===== config.mk =====
export PLATFORM = sky130hd
export DESIGN_NAME = damage_controller_flat
export DESIGN_NICKNAME = d
export VERILOG_FILES = /design/src/rtl/damage_controller_if.sv /design/src/rtl/damage_controller.sv /design/src/flat_wrapper.sv
export SDC_FILE = /design/constraint.sdc
export NUM_CORES = 1
export LEC_CHECK = 0
export CAP_MARGIN = 20
export CORE_ASPECT_RATIO = 0.6
export CORE_MARGIN = 5
export CORE_UTILIZATION = 35
export CTS_CLUSTER_DIAMETER = 60
export CTS_CLUSTER_SIZE = 8
export DETAILED_ROUTE_END_ITERATION = 8
export PLACE_DENSITY_LB_ADDON = 0.12
export SYNTH_ARGS = -nofsm -noshare
export SYNTH_HDL_FRONTEND = slang
export SYNTH_SLANG_ARGS = --single-unit
export TNS_END_PERCENT = 10

===== constraint.sdc =====
create_clock -name clk -period 4.5 [get_ports clk]
set_input_delay 0.9 -clock clk [delete_from_list [all_inputs] [get_ports clk]]
set_output_delay 0.9 -clock clk [all_outputs]
set_load 0.01 [all_outputs]

===== src/rtl/damage_controller_if.sv =====
// Player damage/heal bus between the game logic and damage_controller.
// master drives requests and strobes; slave is the controller itself.
interface damage_controller_if;
    logic       tick;
    logic [3:0] dmg_req;
    logic [7:0] dmg_amt;
    logic       heal_req;
    logic [1:0] heal_amt;
    logic [3:0] dmg_ack;
    logic [3:0] health;
    logic       invincible;
    logic       blink;
    logic       hit_pulse;
    logic       game_over;

    modport master (
        output tick, dmg_req, dmg_amt, heal_req, heal_amt,
        input  dmg_ack, health, invincible, blink, hit_pulse, game_over
    );

    modport slave (
        input  tick, dmg_req, dmg_amt, heal_req, heal_amt,
        output dmg_ack, health, invincible, blink, hit_pulse, game_over
    );
endinterface


===== src/rtl/damage_controller.sv =====
// Player health FSM: round-robin damage arbitration, invincibility window, death.
// Define DAMAGE_CTRL_HEAL_EN to let heal_req/heal_amt restore health.
module damage_controller #(
    parameter int INIT_HEALTH = 3,
    parameter int MAX_HEALTH  = 7,
    parameter int INV_TICKS   = 64
) (
    input logic                 clk,
    input logic                 reset,
    damage_controller_if.slave  bus
);

    localparam logic [1:0] ALIVE  = 2'd0;
    localparam logic [1:0] INVULN = 2'd1;
    localparam logic [1:0] DEAD   = 2'd2;

    logic [1:0] state;
    logic [3:0] health;
    logic [1:0] rr;
    logic [7:0] counter;
    logic [3:0] dmg_ack;
    logic       hit_pulse;

    logic [3:0] elig;
    logic       grant_vld;
    logic [1:0] grant_idx;
    logic [1:0] grant_amt;
    logic [1:0] idx;
    logic [3:0] hit_health;

    always_comb begin
        elig = '0;
        for (int i = 0; i < 4; i++) begin
            elig[i] = bus.dmg_req[i] && (bus.dmg_amt[2*i +: 2] != 2'b00);
        end
    end

    // First eligible requester at or after rr, wrapping 3 -> 0.
    always_comb begin
        grant_vld = 1'b0;
        grant_idx = rr;
        idx       = rr;
        for (int k = 0; k < 4; k++) begin
            idx = rr + 2'(k);
            if (!grant_vld && elig[idx]) begin
                grant_vld = 1'b1;
                grant_idx = idx;
            end
        end
    end

    always_comb begin
        grant_amt  = bus.dmg_amt[{grant_idx, 1'b0} +: 2];
        hit_health = (health > {2'b00, grant_amt})
                   ? health - {2'b00, grant_amt}
                   : 4'd0;
    end

`ifdef DAMAGE_CTRL_HEAL_EN
    logic [4:0] heal_sum;
    logic [3:0] heal_health;

    always_comb begin
        heal_sum    = {1'b0, health} + {3'b000, bus.heal_amt};
        heal_health = (heal_sum > 5'(MAX_HEALTH))
                    ? 4'(MAX_HEALTH)
                    : heal_sum[3:0];
    end
`else
    logic heal_unused;
    assign heal_unused = ^{bus.heal_req, bus.heal_amt};
`endif

    always_ff @(posedge clk) begin
        if (reset) begin
            state     <= ALIVE;
            health    <= 4'(INIT_HEALTH);
            rr        <= 2'd0;
            counter   <= 8'd0;
            dmg_ack   <= 4'd0;
            hit_pulse <= 1'b0;
        end else begin
            dmg_ack   <= 4'd0;
            hit_pulse <= 1'b0;
            case (state)
                ALIVE: begin
                    if (grant_vld) begin
                        health    <= hit_health;
                        dmg_ack   <= 4'b0001 << grant_idx;
                        hit_pulse <= 1'b1;
                        rr        <= grant_idx + 2'd1;
                        if (hit_health != 4'd0) begin
                            state   <= INVULN;
                            counter <= 8'(INV_TICKS);
                        end else begin
                            state <= DEAD;
                        end
                    end
`ifdef DAMAGE_CTRL_HEAL_EN
                    // A heal coinciding with a granted hit is dropped.
                    else if (bus.heal_req) begin
                        health <= heal_health;
                    end
`endif
                end
                INVULN: begin
                    if (bus.tick) begin
                        if (counter == 8'd1) begin
                            state   <= ALIVE;
                            counter <= 8'd0;
                        end else begin
                            counter <= counter - 8'd1;
                        end
                    end
`ifdef DAMAGE_CTRL_HEAL_EN
                    if (bus.heal_req) begin
                        health <= heal_health;
                    end
`endif
                end
                DEAD: begin
                    health <= 4'd0;
                end
                default: begin
                    state <= ALIVE;
                end
            endcase
        end
    end

    assign bus.dmg_ack    = dmg_ack;
    assign bus.hit_pulse  = hit_pulse;
    assign bus.health     = health;
    assign bus.invincible = (state == INVULN);
    assign bus.blink      = (state == INVULN) && counter[2];
    assign bus.game_over  = (state == DEAD);

endmodule


===== src/flat_wrapper.sv =====
// flat-port wrapper written by rule: the top's interface ports become plain ports
module damage_controller_flat 
#(
    parameter int INIT_HEALTH = 3,
    parameter int MAX_HEALTH  = 7,
    parameter int INV_TICKS   = 64
)
  (clk, reset, bus_tick, bus_dmg_req, bus_dmg_amt, bus_heal_req, bus_heal_amt, bus_dmg_ack, bus_health, bus_invincible, bus_blink, bus_hit_pulse, bus_game_over);
  damage_controller_if bus_i ();
  input logic clk;
  input logic reset;
  input wire logic [$bits(bus_i.tick)-1:0] bus_tick;
  input wire logic [$bits(bus_i.dmg_req)-1:0] bus_dmg_req;
  input wire logic [$bits(bus_i.dmg_amt)-1:0] bus_dmg_amt;
  input wire logic [$bits(bus_i.heal_req)-1:0] bus_heal_req;
  input wire logic [$bits(bus_i.heal_amt)-1:0] bus_heal_amt;
  output wire logic [$bits(bus_i.dmg_ack)-1:0] bus_dmg_ack;
  output wire logic [$bits(bus_i.health)-1:0] bus_health;
  output wire logic [$bits(bus_i.invincible)-1:0] bus_invincible;
  output wire logic [$bits(bus_i.blink)-1:0] bus_blink;
  output wire logic [$bits(bus_i.hit_pulse)-1:0] bus_hit_pulse;
  output wire logic [$bits(bus_i.game_over)-1:0] bus_game_over;
  assign bus_i.tick = bus_tick;
  assign bus_i.dmg_req = bus_dmg_req;
  assign bus_i.dmg_amt = bus_dmg_amt;
  assign bus_i.heal_req = bus_heal_req;
  assign bus_i.heal_amt = bus_heal_amt;
  assign bus_dmg_ack = bus_i.dmg_ack;
  assign bus_health = bus_i.health;
  assign bus_invincible = bus_i.invincible;
  assign bus_blink = bus_i.blink;
  assign bus_hit_pulse = bus_i.hit_pulse;
  assign bus_game_over = bus_i.game_over;
  damage_controller #(.INIT_HEALTH(INIT_HEALTH), .MAX_HEALTH(MAX_HEALTH), .INV_TICKS(INV_TICKS)) u_core (.clk(clk), .reset(reset), .bus(bus_i));
endmodule

## Word level (Yosys, flattened, before mapping)

Cells that the tools add are included.
W data, S select, Z words.

| word-level totals | value |
|---|---|
| flip-flop bits (word level) | 21 |
| output and inout port bits | 12 |
| logic and storage cells | 83 |

| cells by class | value |
|---|---|
| add/sub/neg operators | 6 |
| $lt $le $gt $ge | 5 |
| equal/unequal tests | 7 |
| shift operators | 2 |
| muxes and demuxes | 29 |
| bitwise operators | 3 |
| reductions and logical operators | 25 |

Operators by type and width:

| kind | count |
|---|---|
| $mux W8 | 4 |
| $pmux W8 S2 | 1 |
| $mux W2 | 7 |
| $lt A2 B3 Y1 const B | 4 |
| $reduce_bool A2 Y1 | 6 |
| $mux W1 | 9 |
| $bmux W1 S2 | 4 |
| $eq A8 B1 Y1 const B | 1 |
| $logic_and A1 B1 Y1 | 8 |
| $mux W4 | 2 |
| $pmux W4 S2 | 1 |
| $reduce_and A4 Y1 | 2 |
| $shiftx A8 B4 Y2 | 1 |
| $sub A8 B1 Y8 const B | 1 |
| $ne A2 B1 Y1 const B | 3 |
| $pmux W2 S3 | 1 |
| $add A2 B1 Y2 const B | 2 |
| $add A2 B2 Y2 const B | 2 |
| $gt A4 B2 Y1 | 1 |
| $reduce_and A2 Y1 | 2 |
| $reduce_bool A4 Y1 | 1 |
| $shl A1 B2 Y4 const A | 1 |
| $sub A4 B2 Y4 | 1 |
| $logic_not A1 Y1 | 3 |
| other kinds (7) | 9 |

## Depth between registers and ports, before layout

| logic depth | value |
|---|---|
| depth in word-level cells | 21 |
| depth in mapped cells | 13 |
| gate-level depth less buffers | 13 |

## Worst setup path before layout

No wires, ideal clock.

| path | value |
|---|---|
| path type | input -> register |
| from | in bus_dmg_amt[0] |
| to | reg u_core.counter[6] |
| arrival time | 3535 ps |
| required time | 4385 ps |
| slack | 850 ps |
| cell stages on the path | 12 |
| buffers on the path | 0 |
| path through | o21ai_2 a311oi_2 a21oi_4 mux2i_1 mux2i_1 ha_1 inv_1 fa_1 a211o_1 a221oi_2 o21ai_2 o21ba_1 |

| on the way | value |
|---|---|
| cells in the longest elaborated chain, start to end | 20 |
| elaborated cells between the ends (all ways) | 31 |
| those cells by class | add/sub: 1; order compare: 1; eq/ne: 2; shift: 1; mux: 16; reduce/logical: 10 |

Ends and longest elaborated chain:

| item | line | text |
|---|---|---|
| start, declared | flat_wrapper.sv:14 | `input wire logic [$bits(bus_i.dmg_amt)-1:0] bus_dmg_amt;` |
| $reduce_bool A2 Y1 | damage_controller.sv:34 | `elig[i] = bus.dmg_req[i] && (bus.dmg_amt[2*i +: 2] != 2'b00);` |
| $logic_and A1 B1 Y1 | damage_controller.sv:34 |  |
| $bmux W1 S2 | damage_controller.sv:45 | `if (!grant_vld && elig[idx]) begin` |
| $mux W1 (not written as such) | damage_controller.sv:45 |  |
| $mux W1 | damage_controller.sv:45 |  |
| $logic_not A1 Y1 | damage_controller.sv:45 |  |
| $logic_and A1 B1 Y1 | damage_controller.sv:45 |  |
| $mux W1 | damage_controller.sv:45 |  |
| [4 not listed] | -- |  |
| $logic_and A1 B1 Y1 | damage_controller.sv:45 |  |
| $mux W2 | damage_controller.sv:45 |  |
| $shiftx A8 B4 Y2 | damage_controller.sv:53 | `grant_amt = bus.dmg_amt[{grant_idx, 1'b0} +: 2];` |
| $sub A4 B2 Y4 or $gt A4 B2 Y1 (tied branches) | damage_controller.sv:55, damage_controller.sv:54 |  |
| $mux W4 | damage_controller.sv:55 | `? health - {2'b00, grant_amt}` |
| $reduce_bool A4 Y1 | damage_controller.sv:92 | `if (hit_health != 4'd0) begin` |
| $ne A2 B1 Y1 (no source line) | -- |  |
| $reduce_and A4 Y1 (no source line) * | -- |  |
| end signal, assigned | damage_controller.sv:94 | `counter <= 8'(INV_TICKS);` |
| end signal, assigned | damage_controller.sv:112 | `counter <= counter - 8'd1;` |
| end, declared | damage_controller.sv:20 | `logic [7:0] counter;` |

Every way passes the cells marked *; elsewhere a longest branch is shown, timed or not. The select of a mux whose other input is x is not followed.
A chain may end at the register's enable or synchronous reset.

## Worst setup path in the final report

| path | value |
|---|---|
| from | in bus_dmg_amt[0] |
| to | reg u_core.state[0] |

| on the way | value |
|---|---|
| cells in the longest elaborated chain, start to end | 21 |
| elaborated cells between the ends (all ways) | 33 |
| those cells by class | add/sub: 1; order compare: 1; eq/ne: 1; shift: 1; mux: 19; reduce/logical: 10 |

Ends and longest elaborated chain:

| item | line | text |
|---|---|---|
| $reduce_bool A2 Y1 | damage_controller.sv:34 |  |
| $logic_and A1 B1 Y1 | damage_controller.sv:34 |  |
| $bmux W1 S2 | damage_controller.sv:45 |  |
| $mux W1 (not written as such) | damage_controller.sv:45 |  |
| $mux W1 | damage_controller.sv:45 |  |
| $logic_not A1 Y1 | damage_controller.sv:45 |  |
| $logic_and A1 B1 Y1 | damage_controller.sv:45 |  |
| $mux W1 | damage_controller.sv:45 |  |
| [5 not listed] | -- |  |
| $mux W2 | damage_controller.sv:45 |  |
| $shiftx A8 B4 Y2 | damage_controller.sv:53 |  |
| $sub A4 B2 Y4 or $gt A4 B2 Y1 (tied branches) | damage_controller.sv:55, damage_controller.sv:54 |  |
| $mux W4 | damage_controller.sv:55 |  |
| $reduce_bool A4 Y1 | damage_controller.sv:92 |  |
| $mux W2 | damage_controller.sv:92 |  |
| $mux W2 | damage_controller.sv:87 | `if (grant_vld) begin` |
| $pmux W2 S3 | damage_controller.sv:85 | `case (state)` |
| end signal, assigned | damage_controller.sv:93 | `state <= INVULN;` |
| end signal, assigned | damage_controller.sv:96 | `state <= DEAD;` |
| end signal, assigned | damage_controller.sv:109 | `state <= ALIVE;` |
| end, declared | damage_controller.sv:17 | `logic [1:0] state;` |

Several ways; a longest one is shown, not always the timed one. The select of a mux whose other input is x is not followed.

==> results.md <==
- Status: finished, final reports clean
- Via count: 1,278
- Cell variety after synth: between 50 and 60
- Ant diodes: 0
- Pre-antenna DRT Iters: 4
- Highest clock rate: 242.3 MHz
- CTS tree: built
- Fin. max-slew vios: 0
- Root buffer cell: clkbuf_8
- Total CTS buffers: 3
- Clk_lat worst skew: 0.26 ns
- DP HPWL: 2715 µm
- RSZ-0062 raised after global routing: false
- Total grt overflow: 0
- Vias in the first global route: between 1,000 and 1,500
- Final worst-path cycle share: 0.9173
- Worst EP required: between 4 and 5 ns
- WP data arrival: 4.26 ns
- Leading cell type in the layout, fill and taps excluded: clkdlybuf4s50_1
- DIE AREA: 5403 µm²
- Most frequent cells in the layout: clkdlybuf4s50_1, dfxtp_1, nor2_1
- Worst hold endpoint: u_core.counter[5]$_SDFFE_PP0P_
- Total GRT Usage: 0.1363
- Maximum buffer depth of the clock tree: 2
- Final ANT Viol Nets: 0
- Worst VDD drop: 306.8 µV
- Die X: 91.62 µm
- Synth Instances: roughly 160
- PortBufs: 26
- Via density: 5.581
- RePlAce Congestion: 0.8290
- Share of synthesized registers carrying an async set or reset: 0
- Post_cts resized: 0
- Reg2Reg Depth: 12
- Starting Density: 0.3716
- Min Tclk post-route: roughly 4.1 ns
- Starting DRT DRC Count: between 80 and 90
- Clock Sinks: 21
- Flops & latches, synth: 21
- Max H-tree Level: 1
- Worst Skew: 0.004855 ns
- Core area: between 3000 and 4000 µm²
- Syn_nets: 178
- FF-to-FF End: u_core.state[0]$_SDFFE_PP0P_
- Worst hold path class: flop to flop
- Final Hold Fails: 0
- Yosys warning total: 0
- Remaining DRCs: 0
- Mapped Area: roughly 1400 µm²
- Global-route wire length before repair: slightly below 6000 µm
- R2R Setup Slk: 1.35 ns
- Slew HR: 0.6192
- Area grow syn2layout: 25.40%
- Critical path class: input pin to flop
- Clock Pin Slew Worst Setup and Hold Paths: ~0.080 ns
- Finish-stage setup viols: 0
- Reg2reg start: u_core.rr[0]$_SDFFE_PP0P_
- WHS Path Cells: 2
- Proportion of layout cells with a drive suffix above 1: 0.1648
- PwrDens: 640.6 nW/µm²
- LEAKAGE: 0.6535 nW
- Synthesized area per cell: about 9 µm²
- Setup_tns: 0 ns
- Row cnt: 17
- Element type at the critical path end: flop
- Hold Crit Start: u_core.counter[5]$_SDFFE_PP0P_
- EDFF count, synth: 0
- Max-Cap Viols: 0
- Seq/Total Area, Yosys: 0.3005
- Nets: around 210
- Final WL: 3503 µm
- Chip Height: between 50 and 60 µm
- Crit path max fanout: 7
- DR WL/cell: 15.30 µm
- Total setup buffers inserted after CTS: 0
- Largest net degree at the start of global routing: 14
- Worst-Margin Slew: 0.5694 ns
- Antenna violations before repair: 0
- Worst hold slack: 0.5657 ns
- Final total power: 1.124 mW
- Io pins: 30
- Hold buffer count at CTS: 0
- Top_reg_cell synth: dfxtp_1
- Type of origin of the critical path: input pin
==> kinds of logic (layout without fill, tap and decap cells) <==
logic type      after synthesis  after routing  share of synthesized area
simple gates                 54             54                     0.2165
compound gates               50             50                     0.3175
flops                        21             21                     0.3005
buf+inv                      16             43                    0.05008
mux                           8              8                    0.05903
fa+ha+maj                     5              5                    0.05009
xor+xnor                      1              1                   0.006262
==> critical path, stage by stage <==
cell and delay [ns]:
clkdlybuf4s50_1 0.44, o21ai_2 0.38, a311oi_2 0.20, a21oi_4 0.26
mux2i_1 0.12, mux2i_1 0.16, ha_1 0.18, inv_1 0.05
fa_1 0.45, a211o_1 0.35, a221oi_2 0.33, buf_4 0.19
a2bb2oi_1 0.17, nor3_1 0.06
==> final cells by class <==
type / instances / area [µm²]
Fill cell: 366 / 2011
Multi-Input combinational cell: 118 / 908.4
Sequential cell: 21 / 420.4
Timing Repair Buffer: 29 / 282.8
Tap cell: 47 / 58.81
Clock buffer: 3 / 41.29
Inverter: 10 / 37.54
Clock inverter: 1 / 5.005
==> synthesized netlist by cell type (3+ instances only) <==
cell type  instances  area share
o21a_1             3       0.016
nor2_1            14       0.038
nand2_1            9       0.024
o21ai_2            3       0.019
nand3_1            6       0.021
ha_1               4       0.036
a211oi_2           4       0.036
mux2i_1            6       0.043
o21ai_0            6       0.021
dfxtp_1           21        0.30
a21oi_1            8       0.029
nor2b_1            3       0.013
inv_1              9       0.024
nor3_1             5       0.018
==> layer usage <==
layer  share of wire  vias up  GRT usage  wire length (µm)
met5               0        -          0                 0
met2            0.42       32     0.1973              1472
li1                -      638          -                 -
met4          0.0031        0    0.02575                11
met1            0.52      606     0.2005              1825
met3           0.055        2    0.03934               193
==> sequential cells by signal, indices dropped and copies added (netlist names) <==
name and cells:
u_core.state 2, u_core.rr 2, u_core.counter 8, u_core.bus.dmg_ack 4, u_core.bus.hit_pulse 1, u_core.bus.health 4
==> worst max-delay path by stage <==
stage / startpoint / slack (ns) / to / depth (start not counted)
final: bus_dmg_amt[0] / 0.37 / u_core.state[0]$_SDFFE_PP0P_ / 14
after global routing: bus_dmg_amt[0] / 0.14 / u_core.counter[5]$_SDFFE_PP0P_ / 14
after CTS: bus_dmg_amt[0] / 0.39 / u_core.state[0]$_SDFFE_PP0P_ / 14
after detailed placement: bus_dmg_amt[4] / 0.11 / u_core.state[0]$_SDFFE_PP0P_ / 14
after global placement: bus_dmg_amt[4] / 0.16 / u_core.counter[7]$_SDFFE_PP0P_ / 13
after floorplan: bus_dmg_amt[0] / 0.85 / u_core.counter[6]$_SDFFE_PP0P_ / 12
==> metrics by stage <==
| stage | instances | utilization | area [µm²] | setup WS, ns |
|---|---|---|---|---|
| finish | 229 | 0.4659 | 1754 | 0.3721 |
| floorplan | 155 | - | 1399 | 0.8499 |
| CTS | 229 | 0.4659 | 1754 | 0.3940 |
| detailed placement | 225 | 0.4536 | 1708 | 0.1142 |
| global placement | 225 | 0.4536 | 1708 | 0.1565 |
| global route | 229 | 0.4659 | 1754 | 0.1414 |
==> power by group <==
group | switching, mW | total [mW] | internal, mW
logic | 0.356 | 0.682 | 0.326
registers | 0.0775 | 0.316 | 0.239
clock network | 0.0643 | 0.126 | 0.0617
total | 0.498 | 1.12 | 0.626
(Power assumes the default switching activity.)
